===== config.mk =====
export PLATFORM = sky130hd
export DESIGN_NAME = mma_seq_ctrl_flat
export DESIGN_NICKNAME = d
export VERILOG_FILES = /design/src/rtl/mma_pkg.sv /design/src/rtl/mma_seq_ctrl_if.sv /design/src/rtl/mma_skew.sv /design/src/rtl/mma_seq_ctrl.sv /design/src/flat_wrapper.sv
export SDC_FILE = /design/constraint.sdc
export NUM_CORES = 1
export LEC_CHECK = 0
export CORE_UTILIZATION = 50
export DETAILED_ROUTE_END_ITERATION = 8
export DONT_BUFFER_PORTS = 1
export SETUP_SLACK_MARGIN = 0.3
export SLEW_MARGIN = 20
export SYNTH_ARGS = -nofsm -noshare
export SYNTH_HDL_FRONTEND = slang
export SYNTH_HIERARCHICAL = 1
export SYNTH_SLANG_ARGS = --single-unit

===== constraint.sdc =====
create_clock -name clk -period 5.15 [get_ports clk]
set_clock_uncertainty 0.15 [all_clocks]
set_input_delay 1.03 -clock clk [delete_from_list [all_inputs] [get_ports clk]]
set_output_delay 1.03 -clock clk [all_outputs]
set_load 0.005 [all_outputs]

===== src/rtl/mma_pkg.sv =====
// Shared types and default dimensions for the systolic MAC array sequencer.
package mma_pkg;

    localparam int N         = 4;
    localparam int DW        = 8;
    localparam int DRAIN_CYC = 2 * N - 1;

    typedef enum logic [2:0] {
        IDLE,
        CLEAR,
        FEED,
        DRAIN,
        READ,
        DONE
    } state_t;

    // Drain length for an arbitrary array size: read latency + skew + propagation.
    function automatic int drain_cyc(input int n);
        return 2 * n - 1;
    endfunction

endpackage


===== src/rtl/mma_seq_ctrl_if.sv =====
// Result-row handshake between the sequencer and the result collector.
interface mma_seq_ctrl_if #(
    parameter int N = 4
) ();

    localparam int AW = $clog2(N);

    // A row transfers on any rising edge where res_valid && res_ready; once raised,
    // res_valid and res_row hold stable until that transfer happens.
    logic          res_valid;
    logic          res_ready;
    logic [AW-1:0] res_row;

    modport master(output res_valid, output res_row, input res_ready);
    modport slave(input res_valid, input res_row, output res_ready);

endinterface


===== src/rtl/mma_skew.sv =====
// Diagonal skew for one array edge: lane i is the zero-gated input delayed by i cycles.
module mma_skew #(
    parameter int N  = 4,
    parameter int DW = 8
) (
    input  logic          clk,
    input  logic          rst_n,
    input  logic [N*DW-1:0] in_vec,
    input  logic          in_valid,
    output logic [N*DW-1:0] out_vec
);

    logic [N*DW-1:0] gated;

    // Zeroing outside the operand window keeps buffer garbage off the array edges.
    assign gated = in_valid ? in_vec : '0;
    assign out_vec[DW-1:0] = gated[DW-1:0];

    for (genvar i = 1; i < N; i++) begin : g_lane
        logic [DW-1:0] sr_q [i];

        always_ff @(posedge clk or negedge rst_n) begin
            if (!rst_n) begin
                for (int d = 0; d < i; d++) sr_q[d] <= '0;
            end else begin
                sr_q[0] <= gated[i*DW +: DW];
                for (int d = 1; d < i; d++) sr_q[d] <= sr_q[d-1];
            end
        end

        assign out_vec[i*DW +: DW] = sr_q[i-1];
    end

endmodule


===== src/rtl/mma_seq_ctrl.sv =====
// Sequencer for an N x N output-stationary systolic MAC array:
// clear, skewed operand feed, wavefront drain, then row-by-row result readout.
module mma_seq_ctrl
    import mma_pkg::*;
#(
    parameter int N  = mma_pkg::N,
    parameter int DW = mma_pkg::DW,
    parameter int AW = $clog2(N)
) (
    input  logic            clk,
    input  logic            rst_n,
    input  logic            start,
    output logic            busy,
    output logic            done,
    output logic            rd_en,
    output logic [AW-1:0]   rd_addr,
    input  logic [N*DW-1:0] a_rd_data,
    input  logic [N*DW-1:0] b_rd_data,
    output logic            array_clr,
    output logic [N*DW-1:0] a_feed,
    output logic [N*DW-1:0] b_feed,
    mma_seq_ctrl_if.master  res,
    output state_t          dbg_state
);

    localparam int DRN_W = $clog2(2 * N);
    localparam logic [DRN_W-1:0] DRAIN_LAST = DRN_W'(drain_cyc(N) - 1);
    localparam logic [AW-1:0]    LAST_IDX   = AW'(N - 1);

    state_t           state_q;
    logic             busy_q;
    logic             done_q;
    logic             rd_en_q;
    logic             clr_q;
    logic             res_valid_q;
    logic             dval_q;
    logic [AW-1:0]    addr_q;
    logic [AW-1:0]    row_q;
    logic [DRN_W-1:0] drain_q;

    always_ff @(posedge clk or negedge rst_n) begin
        if (!rst_n) begin
            state_q     <= IDLE;
            busy_q      <= 1'b0;
            done_q      <= 1'b0;
            rd_en_q     <= 1'b0;
            clr_q       <= 1'b0;
            res_valid_q <= 1'b0;
            dval_q      <= 1'b0;
            addr_q      <= '0;
            row_q       <= '0;
            drain_q     <= '0;
        end else begin
            // Buffer data lags the read enable by one cycle.
            dval_q <= rd_en_q;
            case (state_q)
                IDLE: begin
                    if (start) begin
                        state_q <= CLEAR;
                        busy_q  <= 1'b1;
                        clr_q   <= 1'b1;
                    end
                end
                CLEAR: begin
                    state_q <= FEED;
                    clr_q   <= 1'b0;
                    rd_en_q <= 1'b1;
                    addr_q  <= '0;
                end
                FEED: begin
                    if (addr_q == LAST_IDX) begin
                        state_q <= DRAIN;
                        rd_en_q <= 1'b0;
                        addr_q  <= '0;
                        drain_q <= DRAIN_LAST;
                    end else begin
                        addr_q <= addr_q + AW'(1);
                    end
                end
                DRAIN: begin
                    if (drain_q == '0) begin
                        state_q     <= READ;
                        res_valid_q <= 1'b1;
                        row_q       <= '0;
                    end else begin
                        drain_q <= drain_q - DRN_W'(1);
                    end
                end
                READ: begin
                    if (res.res_ready) begin
                        if (row_q == LAST_IDX) begin
                            state_q     <= DONE;
                            res_valid_q <= 1'b0;
                            row_q       <= '0;
                            done_q      <= 1'b1;
                        end else begin
                            row_q <= row_q + AW'(1);
                        end
                    end
                end
                DONE: begin
                    state_q <= IDLE;
                    done_q  <= 1'b0;
                    busy_q  <= 1'b0;
                end
                default: state_q <= IDLE;
            endcase
        end
    end

    mma_skew #(.N(N), .DW(DW)) u_skew_a (
        .clk     (clk),
        .rst_n   (rst_n),
        .in_vec  (a_rd_data),
        .in_valid(dval_q),
        .out_vec (a_feed)
    );

    mma_skew #(.N(N), .DW(DW)) u_skew_b (
        .clk     (clk),
        .rst_n   (rst_n),
        .in_vec  (b_rd_data),
        .in_valid(dval_q),
        .out_vec (b_feed)
    );

    assign busy          = busy_q;
    assign done          = done_q;
    assign rd_en         = rd_en_q;
    assign rd_addr       = addr_q;
    assign array_clr     = clr_q;
    assign res.res_valid = res_valid_q;
    assign res.res_row   = row_q;
    assign dbg_state     = state_q;

endmodule

===== src/flat_wrapper.sv =====
// flat-port wrapper written by rule: the top's interface ports become plain ports
module mma_seq_ctrl_flat import mma_pkg::*;
#(
    parameter int N  = mma_pkg::N,
    parameter int DW = mma_pkg::DW,
    parameter int AW = $clog2(N)
)
  (clk, rst_n, start, busy, done, rd_en, rd_addr, a_rd_data, b_rd_data, array_clr, a_feed, b_feed, dbg_state, res_res_valid, res_res_row, res_res_ready);
  mma_seq_ctrl_if #(.N(N)) res_i ();
  input  logic clk;
  input  logic rst_n;
  input  logic start;
  output logic busy;
  output logic done;
  output logic rd_en;
  output logic [AW-1:0] rd_addr;
  input  logic [N*DW-1:0] a_rd_data;
  input  logic [N*DW-1:0] b_rd_data;
  output logic array_clr;
  output logic [N*DW-1:0] a_feed;
  output logic [N*DW-1:0] b_feed;
  output state_t dbg_state;
  output wire logic [$bits(res_i.res_valid)-1:0] res_res_valid;
  output wire logic [$bits(res_i.res_row)-1:0] res_res_row;
  input wire logic [$bits(res_i.res_ready)-1:0] res_res_ready;
  assign res_res_valid = res_i.res_valid;
  assign res_res_row = res_i.res_row;
  assign res_i.res_ready = res_res_ready;
  mma_seq_ctrl #(.N(N), .DW(DW), .AW(AW)) u_core (.clk(clk), .rst_n(rst_n), .start(start), .busy(busy), .done(done), .rd_en(rd_en), .rd_addr(rd_addr), .a_rd_data(a_rd_data), .b_rd_data(b_rd_data), .array_clr(array_clr), .a_feed(a_feed), .b_feed(b_feed), .res(res_i), .dbg_state(dbg_state));
endmodule

==> impl_results.rst <==
.. list-table::
   :header-rows: 1

   * - Metric
     - Value
   * - Outcome
     - finished clean
   * - Clock buffers created by TritonCTS
     - 9
   * - Worst-case reg-to-reg path depth
     - 6
   * - Chain of cells forming the critical path
     - buf_4 -> and2_2
   * - Final WL
     - 5.63 mm
   * - Min Tclk post-route
     - 2780 ps
   * - Register-to-Register Setup Slack
     - 3320 ps
   * - Required time at the worst-slack endpoint
     - 3970 ps
   * - Max stage delay cell, worst path
     - sky130_fd_sc_hd__dfrtp_1
   * - Aggregate global-route resource usage
     - 14.1%
   * - Skew-Pair Late Insertion Delay
     - 350 ps
   * - Sequential share of power
     - 59.6%
   * - Cts repair resizes
     - 0
   * - Switching power
     - 0.000570 W
   * - 1st-pass router iterations
     - 4
   * - Cell count after synthesis
     - 291
   * - Cell area after layout
     - 4020 sq um
   * - Post-Synthesis Net Count
     - 363
   * - Initial Utilization
     - 52.5%
   * - Finish-stage setup viols
     - 0
   * - Post-DR vias/cell
     - 4.90
   * - Post-synth cell types
     - 33
   * - Die Outline Area
     - 8560 sq um
   * - Setup repair after global routing missed its margin
     - no
   * - Leading post-synthesis cells by cell area
     - sky130_fd_sc_hd__dfrtp_1, sky130_fd_sc_hd__and2_2, sky130_fd_sc_hd__buf_4
   * - Top cell type by total area after synthesis
     - sky130_fd_sc_hd__dfrtp_1
   * - Combinational Power Share
     - 15.6%
   * - Post-Synthesis Cell Area
     - 4100 sq um
   * - Average cell area after synthesis
     - 14.1 sq um
   * - Kind of launch point of the worst setup path
     - register
   * - Diodes inserted
     - 0
   * - Launching instance or port of the critical path
     - u_core/dval_q
   * - Sequential element share of the synthesized area
     - 68.4%
   * - Initial DRC count
     - 60
   * - Setup Buffers After CTS
     - 0
   * - Type of the tightest min-delay check
     - register to register
   * - WL/cell
     - 15.9 microns
   * - Antenna viol nets, final
     - 0
   * - Clock tree from TritonCTS
     - yes
   * - Post-placement cell area
     - 3820 sq um
   * - Die extent in x
     - 92.5 microns
   * - Final weighted congestion in routability-driven placement
     - 0.728
   * - Arrival time at the worst endpoint
     - 1600 ps
   * - Main combinational cell family by area after synthesis
     - simple AND/OR/NAND/NOR gates
   * - Transition time at the pin with the least slew margin
     - 521 ps
   * - Power density over the cells
     - 514 nW/um^2
   * - Post-synth top area share
     - 68.4%
   * - Dominant delay contributor by cell family on the critical path
     - flip-flops
   * - Xor and xnor area share after synthesis
     - 0%
   * - Post-Place Worst Slack
     - 2650 ps
   * - Adder-cell share of the synthesized area
     - 1.22%
   * - Class of the most critical setup path
     - register to primary output
   * - Via count of the first global-routing pass
     - 1792
   * - Leftover overflow at the end of global routing
     - 0
   * - Sum of net half-perimeters after detailed placement
     - 3.63 mm
   * - Maximum number of pins on one net before global-route repair
     - 113
   * - Ports placed on the boundary
     - 144
   * - Largest driver fanout on the critical path
     - 43
   * - Fraction of power spent switching nets
     - 27.6%
   * - Max Clk Rate
     - 360 MHz
   * - # hold bufs at CTS
     - 0
   * - Total number of H-tree levels
     - 3
   * - Antenna violations before repair
     - 0
   * - Final Worst Setup Slack
     - 2370 ps
   * - Cell row count
     - 32
   * - Clk slew on worst S/H paths
     - 110 ps
   * - Multiplexer share of the synthesized area
     - 0.489%
   * - Number of pins exceeding their max-slew limit in the final report
     - 0
   * - Max stage delay on crit path
     - 660 ps
   * - Layout cells sized above 1
     - 33.1%
   * - Total of max-cap violations
     - 0
   * - Area of the core
     - 7810 sq um
   * - Endpoint of the worst-slack reg-to-reg timing path
     - u_core/res.res_row[0]
   * - Cell at the root of the clock tree
     - sky130_fd_sc_hd__clkbuf_8
   * - Maximum clock path buffer count
     - 2
   * - Most used cells in the layout excluding fill and tap cells
     - sky130_fd_sc_hd__dfrtp_1, sky130_fd_sc_hd__and2_2, sky130_fd_sc_hd__clkbuf_8
   * - Worst IR drop on VDD
     - 0.194 mV
   * - Number of cells on the critical path
     - 2
   * - Post-layout power
     - 0.00207 W
   * - Clock sinks
     - 112
   * - Number of hold violations in the final report
     - 0
   * - Critical path capture point type
     - primary output
   * - Ratio of final minimum period to clock period
     - 54.0%
   * - Number of DRC violations after detailed routing
     - 0
   * - Simple logic cell fraction of the synthesized area
     - 14.5%
   * - Worst hold slack
     - 194 ps
   * - Portion of total power attributed to the clock network
     - 24.9%
   * - Number of buffers and inverters on the critical path
     - 1
   * - Synthesized flop and latch total
     - 112
   * - Total negative slack for setup checks
     - 0 ps
   * - Yosys Warn Count
     - 6
   * - Input/output buffers
     - 0
   * - Destination of the critical timing path
     - a_feed[2]
   * - Leakage power
     - 2.04 nW
   * - Share of the synthesized area in compound gates (AO/OA/AOI/OAI)
     - 4.85%
   * - DIE HEIGHT
     - 92.5 microns
   * - Int Power
     - 0.00150 W
   * - Most common library cell in the layout ignoring fill and taps
     - sky130_fd_sc_hd__dfrtp_1
   * - Relative slew slack
     - 65.3%
   * - Total number of vias
     - 1730
   * - Wire length of the first global-routing pass
     - 9.15 mm
   * - Startpoint of the worst-slack reg-to-reg timing path
     - u_core/drain_q[0]
   * - Final-stage net count
     - 318
   * - Area delta synth->final
     - -1.83%
## power by group through the flow
| stage | Combinational (W) | Sequential [W] | Clock, W |
|---|---|---|---|
| finish | 0.000322 | 0.00123 | 0.000515 |
| detailed placement | 0.000327 | 0.00126 | 0 |
| floorplan | 0.000422 | 0.00118 | 0 |
| CTS | 0.000328 | 0.00124 | 0.000536 |
| global route | 0.000372 | 0.00127 | 0.000577 |
| global placement | 0.000314 | 0.00125 | 0 |
## synthesized netlist by cell type, drive strengths merged
cell type	count
and2b	1
dfrtp	112
o22a	1
nor3b	1
o2bb2ai	1
a22o	4
a211oi	1
mux2i	2
nor4b	1
nor3	1
and4bb	1
inv	6
a31oi	1
nand2b	1
nor2	6
and4b	1
nor2b	4
o21ai	4
a21boi	1
and2	65
clkbuf	7
buf	50
a21o	3
o22ai	2
o21a	1
ha	4
a21oi	6
a2bb2oi	2
a221oi	1
## kinds of logic (layout without fill, tap and decap cells)
logic type | Yosys count | in the layout
DFF | 112 | 112
and+or+nand+nor | 82 | 82
buffers and inverters | 63 | 23
AOI/OAI and AO/OA | 28 | 28
adders and majority gates | 4 | 4
muxes | 2 | 2
## registers in the layout, indices dropped and copies added (netlist names)
register	cells
u_core/res.res_row	2
u_core/u_skew_b/g_lane.sr_q	32
u_core/drain_q	3
u_core/dbg_state	3
u_core/rd_addr	2
u_core/u_skew_a/out_vec	16
u_core/dval_q	1
u_core/busy	1
u_core/done	1
u_core/res.res_valid	1
u_core/array_clr	1
u_core/u_skew_a/g_lane.sr_q	32
u_core/rd_en	1
u_core/u_skew_b/out_vec	16
## worst min path at each step
stage | startpoint | slack, ps | to | cells past startpoint
finish | u_core/u_skew_b/g_lane[3].sr_q[16] | 190 | u_core/u_skew_b/g_lane[3].sr_q[8] | 0
global route | rst_n | 170 | u_core/u_skew_a/g_lane[1].sr_q[4] | 0
CTS | rst_n | 190 | u_core/u_skew_a/out_vec[20] | 0
detailed placement | u_core/u_skew_a/g_lane[3].sr_q[21] | 180 | u_core/u_skew_a/g_lane[3].sr_q[13] | 0
global placement | u_core/u_skew_b/g_lane[3].sr_q[15] | 180 | u_core/u_skew_b/out_vec[31] | 0
floorplan | u_core/u_skew_a/g_lane[3].sr_q[18] | 180 | u_core/u_skew_a/g_lane[3].sr_q[10] | 0
## per-layer routing
layer	up-vias	wire, microns	GRT usage [%]
met3	8	514	5.75
met1	844	2460	19.1
li1	785	-	-
met5	-	0	0
met2	93	2580	20.4
met4	0	77	5.47
## final cells by class
cell class              count  area [sq um]
fillers                   654          3780
flip-flops and latches    112          2800
multi-input cells         116           862
clock buffers              10           128
well taps                 102           128
clock inverters             6          72.6
inverters                   6          22.5
repair buffers              1          7.51
## metrics by stage
stage                     std cells  util [%]
final                           353      51.5
after global routing            353      51.5
after CTS                       353      51.5
after detailed placement        337      49.0
after global placement          337      49.0
after floorplan                 291         -
Note: power is estimated with default switching activity, not from simulation.
